$ cat src/rtl/ysyx_210978_div_unit.sv
// -----------------------------------------------------------------------------
// ysyx_210978_div_unit
//
// RV64M divide front-end between the EX stage and the iterative 64-bit divider
// core. It decodes DIV/DIVU/REM/REMU and their W forms, prepares the operands,
// answers divide-by-zero and signed overflow locally, and otherwise starts the
// core. It captures the core's one-cycle result, selects the quotient or the
// remainder, sign-extends W results, and holds the result until it is taken.
//
// Ports
//   clock, reset        system clock, synchronous active-high reset
//   flush               pipeline kill: drops the current and any pending op
//   in_valid/in_ready   request handshake from EX
//   funct3, is_word     op select (100 DIV, 101 DIVU, 110 REM, 111 REMU), W form
//   src1, src2          dividend / divisor as read from the register file
//   out_valid/out_ready result handshake towards writeback
//   result              selected, extended result
//   div_in_valid        one-cycle start pulse to the core
//   div_divw/div_signed latched op flavour for the core
//   div_dividend/div_divisor prepared operands for the core
//   div_flush           copy of flush (the core does not abort on it)
//   div_out_ready       core idle
//   div_out_valid       core result strobe (one cycle)
//   div_quotient/div_remainder core results, valid with div_out_valid
// -----------------------------------------------------------------------------
module ysyx_210978_div_unit #(
    parameter int XLEN = 64
) (
    input  logic            clock,
    input  logic            reset,
    input  logic            flush,
    input  logic            in_valid,
    output logic            in_ready,
    input  logic [2:0]      funct3,
    input  logic            is_word,
    input  logic [XLEN-1:0] src1,
    input  logic [XLEN-1:0] src2,
    output logic            out_valid,
    input  logic            out_ready,
    output logic [XLEN-1:0] result,
    output logic            div_in_valid,
    output logic            div_divw,
    output logic            div_signed,
    output logic [XLEN-1:0] div_dividend,
    output logic [XLEN-1:0] div_divisor,
    output logic            div_flush,
    input  logic            div_out_ready,
    input  logic            div_out_valid,
    input  logic [XLEN-1:0] div_quotient,
    input  logic [XLEN-1:0] div_remainder
);

    typedef enum logic [2:0] {
        S_IDLE,
        S_ISSUE,
        S_WAIT,
        S_DRAIN,
        S_HOLD
    } state_t;

    // Most-negative values as they look after operand preparation: the 64-bit
    // one, and the 32-bit one after sign extension.
    localparam logic [XLEN-1:0] MIN_X = {1'b1, {(XLEN-1){1'b0}}};
    localparam logic [XLEN-1:0] MIN_W = {{(XLEN-31){1'b1}}, {31{1'b0}}};

    // W results are always the sign extension of the low word, even for
    // DIVUW/REMUW.
    function automatic logic [XLEN-1:0] fit_word(input logic [XLEN-1:0] v, input logic w);
        return w ? {{(XLEN-32){v[31]}}, v[31:0]} : v;
    endfunction

    state_t          state_reg;
    logic            out_valid_reg;
    logic [XLEN-1:0] result_reg;
    logic            div_in_valid_reg;
    logic            op_word_reg;
    logic            op_signed_reg;
    logic            op_rem_reg;
    logic [XLEN-1:0] dividend_reg;
    logic [XLEN-1:0] divisor_reg;

    logic            in_signed;
    logic [XLEN-1:0] prep_a;
    logic [XLEN-1:0] prep_b;
    logic            div_zero;
    logic            sgn_ovf;
    logic            special;
    logic [XLEN-1:0] special_sel;
    logic            accept;
    logic [XLEN-1:0] core_sel;

    // funct3[2] is always 1 for this unit; decode only needs bits [1:0].
    logic unused_funct3;
    assign unused_funct3 = funct3[2];

    assign in_ready = (state_reg == S_IDLE) & div_out_ready;
    assign accept   = in_valid & in_ready & ~flush;

    always_comb begin
        in_signed = ~funct3[0];
        if (is_word) begin
            prep_a = in_signed ? {{(XLEN-32){src1[31]}}, src1[31:0]} : {{(XLEN-32){1'b0}}, src1[31:0]};
            prep_b = in_signed ? {{(XLEN-32){src2[31]}}, src2[31:0]} : {{(XLEN-32){1'b0}}, src2[31:0]};
        end else begin
            prep_a = src1;
            prep_b = src2;
        end
        div_zero = (prep_b == '0);
        sgn_ovf  = in_signed && (prep_b == '1) && (prep_a == (is_word ? MIN_W : MIN_X));
        special  = div_zero | sgn_ovf;
        // Divide by zero: q = all ones, r = dividend. Overflow: q = dividend, r = 0.
        if (funct3[1]) begin
            special_sel = div_zero ? prep_a : '0;
        end else begin
            special_sel = div_zero ? '1 : prep_a;
        end
        core_sel = op_rem_reg ? div_remainder : div_quotient;
    end

    always_ff @(posedge clock) begin
        if (reset) begin
            state_reg        <= S_IDLE;
            out_valid_reg    <= 1'b0;
            result_reg       <= '0;
            div_in_valid_reg <= 1'b0;
            op_word_reg      <= 1'b0;
            op_signed_reg    <= 1'b0;
            op_rem_reg       <= 1'b0;
            dividend_reg     <= '0;
            divisor_reg      <= '0;
        end else begin
            case (state_reg)
                S_IDLE: begin
                    if (accept) begin
                        op_word_reg   <= is_word;
                        op_signed_reg <= in_signed;
                        op_rem_reg    <= funct3[1];
                        dividend_reg  <= prep_a;
                        divisor_reg   <= prep_b;
                        if (special) begin
                            result_reg    <= fit_word(special_sel, is_word);
                            out_valid_reg <= 1'b1;
                            state_reg     <= S_HOLD;
                        end else begin
                            div_in_valid_reg <= 1'b1;
                            state_reg        <= S_ISSUE;
                        end
                    end
                end
                S_ISSUE: begin
                    // The pulse goes out even when flushed: the core has
                    // already latched the op, so its answer must be drained.
                    div_in_valid_reg <= 1'b0;
                    state_reg        <= flush ? S_DRAIN : S_WAIT;
                end
                S_WAIT: begin
                    if (div_out_valid) begin
                        if (flush) begin
                            // The core is finishing right now; nothing left
                            // to drain, just drop the answer.
                            state_reg <= S_IDLE;
                        end else begin
                            result_reg    <= fit_word(core_sel, op_word_reg);
                            out_valid_reg <= 1'b1;
                            state_reg     <= S_HOLD;
                        end
                    end else if (flush) begin
                        state_reg <= S_DRAIN;
                    end
                end
                S_DRAIN: begin
                    if (div_out_valid) begin
                        state_reg <= S_IDLE;
                    end
                end
                S_HOLD: begin
                    if (flush || out_ready) begin
                        out_valid_reg <= 1'b0;
                        state_reg     <= S_IDLE;
                    end
                end
                default: begin
                    state_reg <= S_IDLE;
                end
            endcase
        end
    end

    assign out_valid    = out_valid_reg;
    assign result       = result_reg;
    assign div_in_valid = div_in_valid_reg;
    assign div_divw     = op_word_reg;
    assign div_signed   = op_signed_reg;
    assign div_dividend = dividend_reg;
    assign div_divisor  = divisor_reg;
    assign div_flush    = flush;

endmodule

$ cat config.mk
export PLATFORM = sky130hd
export DESIGN_NAME = ysyx_210978_div_unit
export DESIGN_NICKNAME = d
export VERILOG_FILES = /design/src/rtl/ysyx_210978_div_unit.sv
export SDC_FILE = /design/constraint.sdc
export NUM_CORES = 1
export LEC_CHECK = 0
export CORE_MARGIN = 4
export CORE_UTILIZATION = 35
export DETAILED_ROUTE_END_ITERATION = 12
export GPL_TIMING_DRIVEN = 0
export PLACE_DENSITY_LB_ADDON = 0.2
export SLEW_MARGIN = 10
export SYNTH_ARGS = -nofsm -noshare
export SYNTH_HDL_FRONTEND = slang
export SYNTH_SLANG_ARGS = --single-unit
$ cat constraint.sdc
create_clock -name clock -period 6.21 [get_ports clock]
set_input_delay 0.621 -clock clock [delete_from_list [all_inputs] [get_ports clock]]
set_output_delay 0.621 -clock clock [all_outputs]
set_load 0.05 [all_outputs]
[Yosys cells after proc, flatten, opt, wreduce, memory -nomap -nowiden]
Index checks and enable logic that the tools add are counted.
Widths: inputs -> output; s select.
Storage, ports and cells
  output and inout port bits: 198
  word-level logic and storage cells: 76
  register bits: 200
Cells by class
  eq/ne operators: 14
  bitwise gates (word level): 6
  reductions and logical operators: 13
  multiplexer cells: 34
Operators by type and width (number)
  $mux 64: 14
  $pmux 64 s2: 1
  $eq 64x64->1: 1
  $eq 64x64->1 const B: 1
  $logic_not 64->1: 1
  $mux 63: 1
  $mux 3: 7
  $pmux 3 s5: 1
  $ne 2x2->1 const B: 7
  $mux 1: 8
  $eq 3x2->1 const B: 2
  $reduce_and 6->1: 1
  $reduce_and 5->1: 1
  $reduce_and 4->1: 1
  $reduce_bool 2->1: 2
  $and 1x1->1: 3
  $eq 3x1->1 const B: 1
  $eq 3x3->1 const B: 1
  $logic_not 3->1: 1
  $ne 3x3->1 const B: 1
  $pmux 1 s3: 1
  $reduce_and 3->1: 1
  $reduce_bool 3->1: 1
  $logic_and 1x1->1: 2
  5 further kinds: 6

[Longest topological paths before layout]
  depth after elaboration: 9
  depth in mapped cells: 10
  gate-level depth less buffers: 6

[Worst setup path after synthesis]
No wires, ideal clock.
  path kind: in2reg
  from: input is_word
  to: register result_reg[36] (netlist: result[36])
  stages on the path: 9
  buffers on the path: 3
  setup slack: 3.427 ns
  arrival: 2.696 ns
  setup time: 0.087 ns
  data required time: 6.123 ns
  cell sequence: or2_1 -> nand2b_1 -> a2111o_1 -> or4_1 -> clkbuf_1 -> a31o_1 -> buf_6 -> buf_6 -> a221oi_2
On the way
  cells in the longest elaborated chain, start to end: 8
  elaborated cells on any way between the ends: 18
Ends and longest elaborated chain
  start, declared: line 35  | input logic is_word,
  $mux 64: line 101  | if (is_word) begin
  $logic_not 64->1: line 108  | div_zero = (prep_b == '0);
  $mux 64, on equally long branches: line 115, 113
  $mux 64: line 112  | if (funct3[1]) begin
  $mux 64: line 69  | return w ? {{(XLEN-32){v[31]}}, v[31:0]} : v;
  $mux 64: line 140  | if (special) begin
  $mux 64: line 134  | if (accept) begin
  $pmux 64 s2: line 132  | case (state_reg)
  end signal, assigned: line 141  | result_reg <= fit_word(special_sel, is_word);
  end signal, assigned: line 163  | result_reg <= fit_word(core_sel, op_word_reg);
  end, declared: line 74  | logic [XLEN-1:0] result_reg;
Several ways; a longest one is shown, not always the timed one. The select of a mux whose other input is x is not followed.
A chain may end at the register's enable or synchronous reset.

[Worst setup path in the final report]
  from: input is_word
  to: register result_reg[33] (netlist: result[33])
The elaborated chain is that of the path after synthesis.

==> results.toml <==
[global_route]
antenna_found_initial = 1
grt_max_degree = 21
grt_pass1_vias = 11800
grt_use_total_pct = 27.1
grt_pass1_wl_um = 70100
overflow = 0

[critical_path]
cp.required_ns = 6.48
arrival_ns = 4.29
crit_family = "buffers and inverters"
critPathSlowestCell = "clkdlybuf4s50_1"
crit_start = "is_word"
crit_path_start_kind = "primary input"
endpoint_kind = "flop"
crit_type = "in -> reg"
worst_r2r_path_depth = 8
cp_slowest_stage_delay_ns = 0.68
rr_startpoint = "state_reg[2]$_SDFFE_PP0P_"
critPathBufInv = 4
path_cells = "clkdlybuf4s50_1 > clkbuf_1 > a31oi_1 > nor3_1 > nand3_1 > or4_1 > clkbuf_1 > a31oi_1 > buf_2 > a221oi_1"
worstPathMaxFanout = 10
cp.depth = 10
r2r_end = "result[33]$_SDFFE_PP0P_"
regToRegSetupSlack_ns = 2.60
endpoint = "result[33]$_SDFFE_PP0P_"

[yosys]
syn_inst = 1328
syn-mean-instance-area_um2 = 7.83
synth.distinct_cells = 51
synth-seq-cells = 200
ys_warn_count = 0
yosysSeqAreaShare_pct = 38.5
postSynthNetCount = 1595
synth_flop_cell = "dfxtp_1"
synth_edf_count = 0
synthArstFlopShare_pct = 0
syn_area_um2 = 10400

[timing]
timing.setup.tns_ns = 0
slew_headroom_pct = 45.9
drv_slew = 0
setup_viol = 0
min_period_over_period_pct = 64.7
fin_skew_ns = 0.0195
tightest_slew_ns = 0.812
rsz0062_at_grt = "false"
finalHoldViolCount = 0
min_period_ns = 4.02
fmaxAchievable_mhz = 249

[die]
dieArea_um2 = 32500
io_pins = 465
rows = 62
die_w_um = 180
initial_core_util_pct = 35.9
core_area_um2 = 29000
dieHeight_um = 180

[cts]
clock_latency_ns = 0.44
cts_root_buf = "clkbuf_16"
cts_hold_buf = 0
cts_made_buffers = 17
ctsHtreeMaxLevel = 4
clk_pin_slew_worst_paths_ns = 0.08
cts_tree = "yes"
cts-resized-gates = 0
cts_sinks = 200
clock_path_buffers = 2
post-cts-setup-buffer-count = 0

[detailed_routing]
routed_wl_um = 46500
vias = 12000
via_per_inst = 5.45
drc = 0
drtIter0Drc = 847
ant_nets = 0
wl_per_cell_um = 21.1
drt_pass1_iterations = 6

[pwr]
power_density_nw_per_um2 = 237
ir_drop_uv = 132
leakagePower_nw = 5.37

[hold_path]
hold_class = "reg -> reg"
hold_depth = 2

[place]
placed_area_um2 = 15500
place_hpwl_um = 37000
io_buffers = 463
place.gp.congestion = 0.943

[cells_and_area]
final_nets = 2077
postLayoutCellArea_um2 = 16100
final_cell_mix = "clkdlybuf4s50_1 (463), dfxtp_1 (200), nand2_1 (172)"
drive_gt1_share_pct = 5.65
multi_input_area_um2 = 5600
regArea_um2 = 4000
syn2layout_area_growth_pct = 54.8
final_common_cell = "clkdlybuf4s50_1"
fillers = 2767

[run_status]
status = "completed"

[flow_run]
cap_violations = 0
cell type report:
type / instances / area share (%)
clock buffers: 17 / 2.64
multi-input cells: 925 / 34.7
clock inverters: 14 / 1.00
plain buffers: 135 / 3.41
inverters: 68 / 1.58
diodes: 1 / 0.0155
repair buffers: 463 / 28.8
well taps: 384 / 2.98
flip-flops and latches: 200 / 24.9
through the flow:
| step | utilization, % | setup WS, ns | power [mW] | cells | hold WS, ns |
|---|---|---|---|---|---|
| 2_1_floorplan | - | 3.43 | 2.17 | 1328 | 0.540 |
| 4_1_cts | 55.5 | 2.27 | 3.83 | 2206 | 0.456 |
| 3_5_place_dp | 53.5 | 1.81 | 2.72 | 2175 | 0.446 |
| 3_3_place_gp | 53.5 | 1.80 | 2.70 | 2175 | 0.442 |
| 5_1_grt | 55.5 | 1.99 | 3.99 | 2207 | 0.470 |
| 6_report | 55.5 | 2.19 | 3.82 | 2207 | 0.457 |
Yosys cell counts (10+ instances only):
cell type | n | area, µm²
a211oi_1 | 125 | 938
a21oi_1 | 164 | 821
a221oi_2 | 28 | 420
a41oi_1 | 32 | 280
buf_1 | 12 | 45.0
clkbuf_1 | 111 | 417
dfxtp_1 | 200 | 4000
inv_1 | 67 | 251
mux2i_1 | 63 | 631
nand2_1 | 172 | 646
nand4_1 | 18 | 113
nor2_1 | 103 | 387
nor2b_1 | 34 | 213
nor3_1 | 10 | 50.1
nor4_1 | 32 | 200
o21ai_0 | 65 | 325
or2_2 | 30 | 188
how the worst min path moves through the flow:
stage | slack, ns | startpoint | end
4_1_cts | 0.46 | div_dividend[6]$_SDFFE_PP0P_ | div_dividend[6]$_SDFFE_PP0P_
2_1_floorplan | 0.54 | state_reg[0]$_SDFFE_PP0P_ | state_reg[0]$_SDFFE_PP0P_
3_5_place_dp | 0.45 | div_dividend[6]$_SDFFE_PP0P_ | div_dividend[6]$_SDFFE_PP0P_
5_1_grt | 0.47 | result[50]$_SDFFE_PP0P_ | result[50]$_SDFFE_PP0P_
6_report | 0.46 | div_divisor[9]$_SDFFE_PP0P_ | div_divisor[9]$_SDFFE_PP0P_
3_3_place_gp | 0.44 | div_divisor[13]$_SDFFE_PP0P_ | div_divisor[13]$_SDFFE_PP0P_
routing by layer:
layer | wire [µm] | vias up | track usage [%]
met2 | 21900 | 541 | 45.1
met3 | 3770 | 66 | 6.56
met5 | 0 | - | 0
met4 | 1130 | 0 | 7.65
li1 | - | 5730 | -
met1 | 19700 | 5700 | 35.2
logic make-up after synthesis:
family / synth area share [%]
mux: 6.28
buf+inv: 7.73
flops: 38.5
compound gates: 28.6
simple gates: 18.9
report_power, final:
part	internal, mW	switching (mW)
clock	0.540	0.584
combinational	0.481	0.806
sequential	1.36	0.0488
total	2.38	1.44
worst reg2reg max path: stages (launching register included):
cell,delay [ns]
dfxtp_1,0.30
clkbuf_1,0.19
nor3_1,0.40
nand4_1,0.67
a21boi_0,0.59
o41ai_1,0.14
a31oi_1,0.62
buf_2,0.42
a221oi_1,0.12
Note: power is estimated with default switching activity, not from simulation.
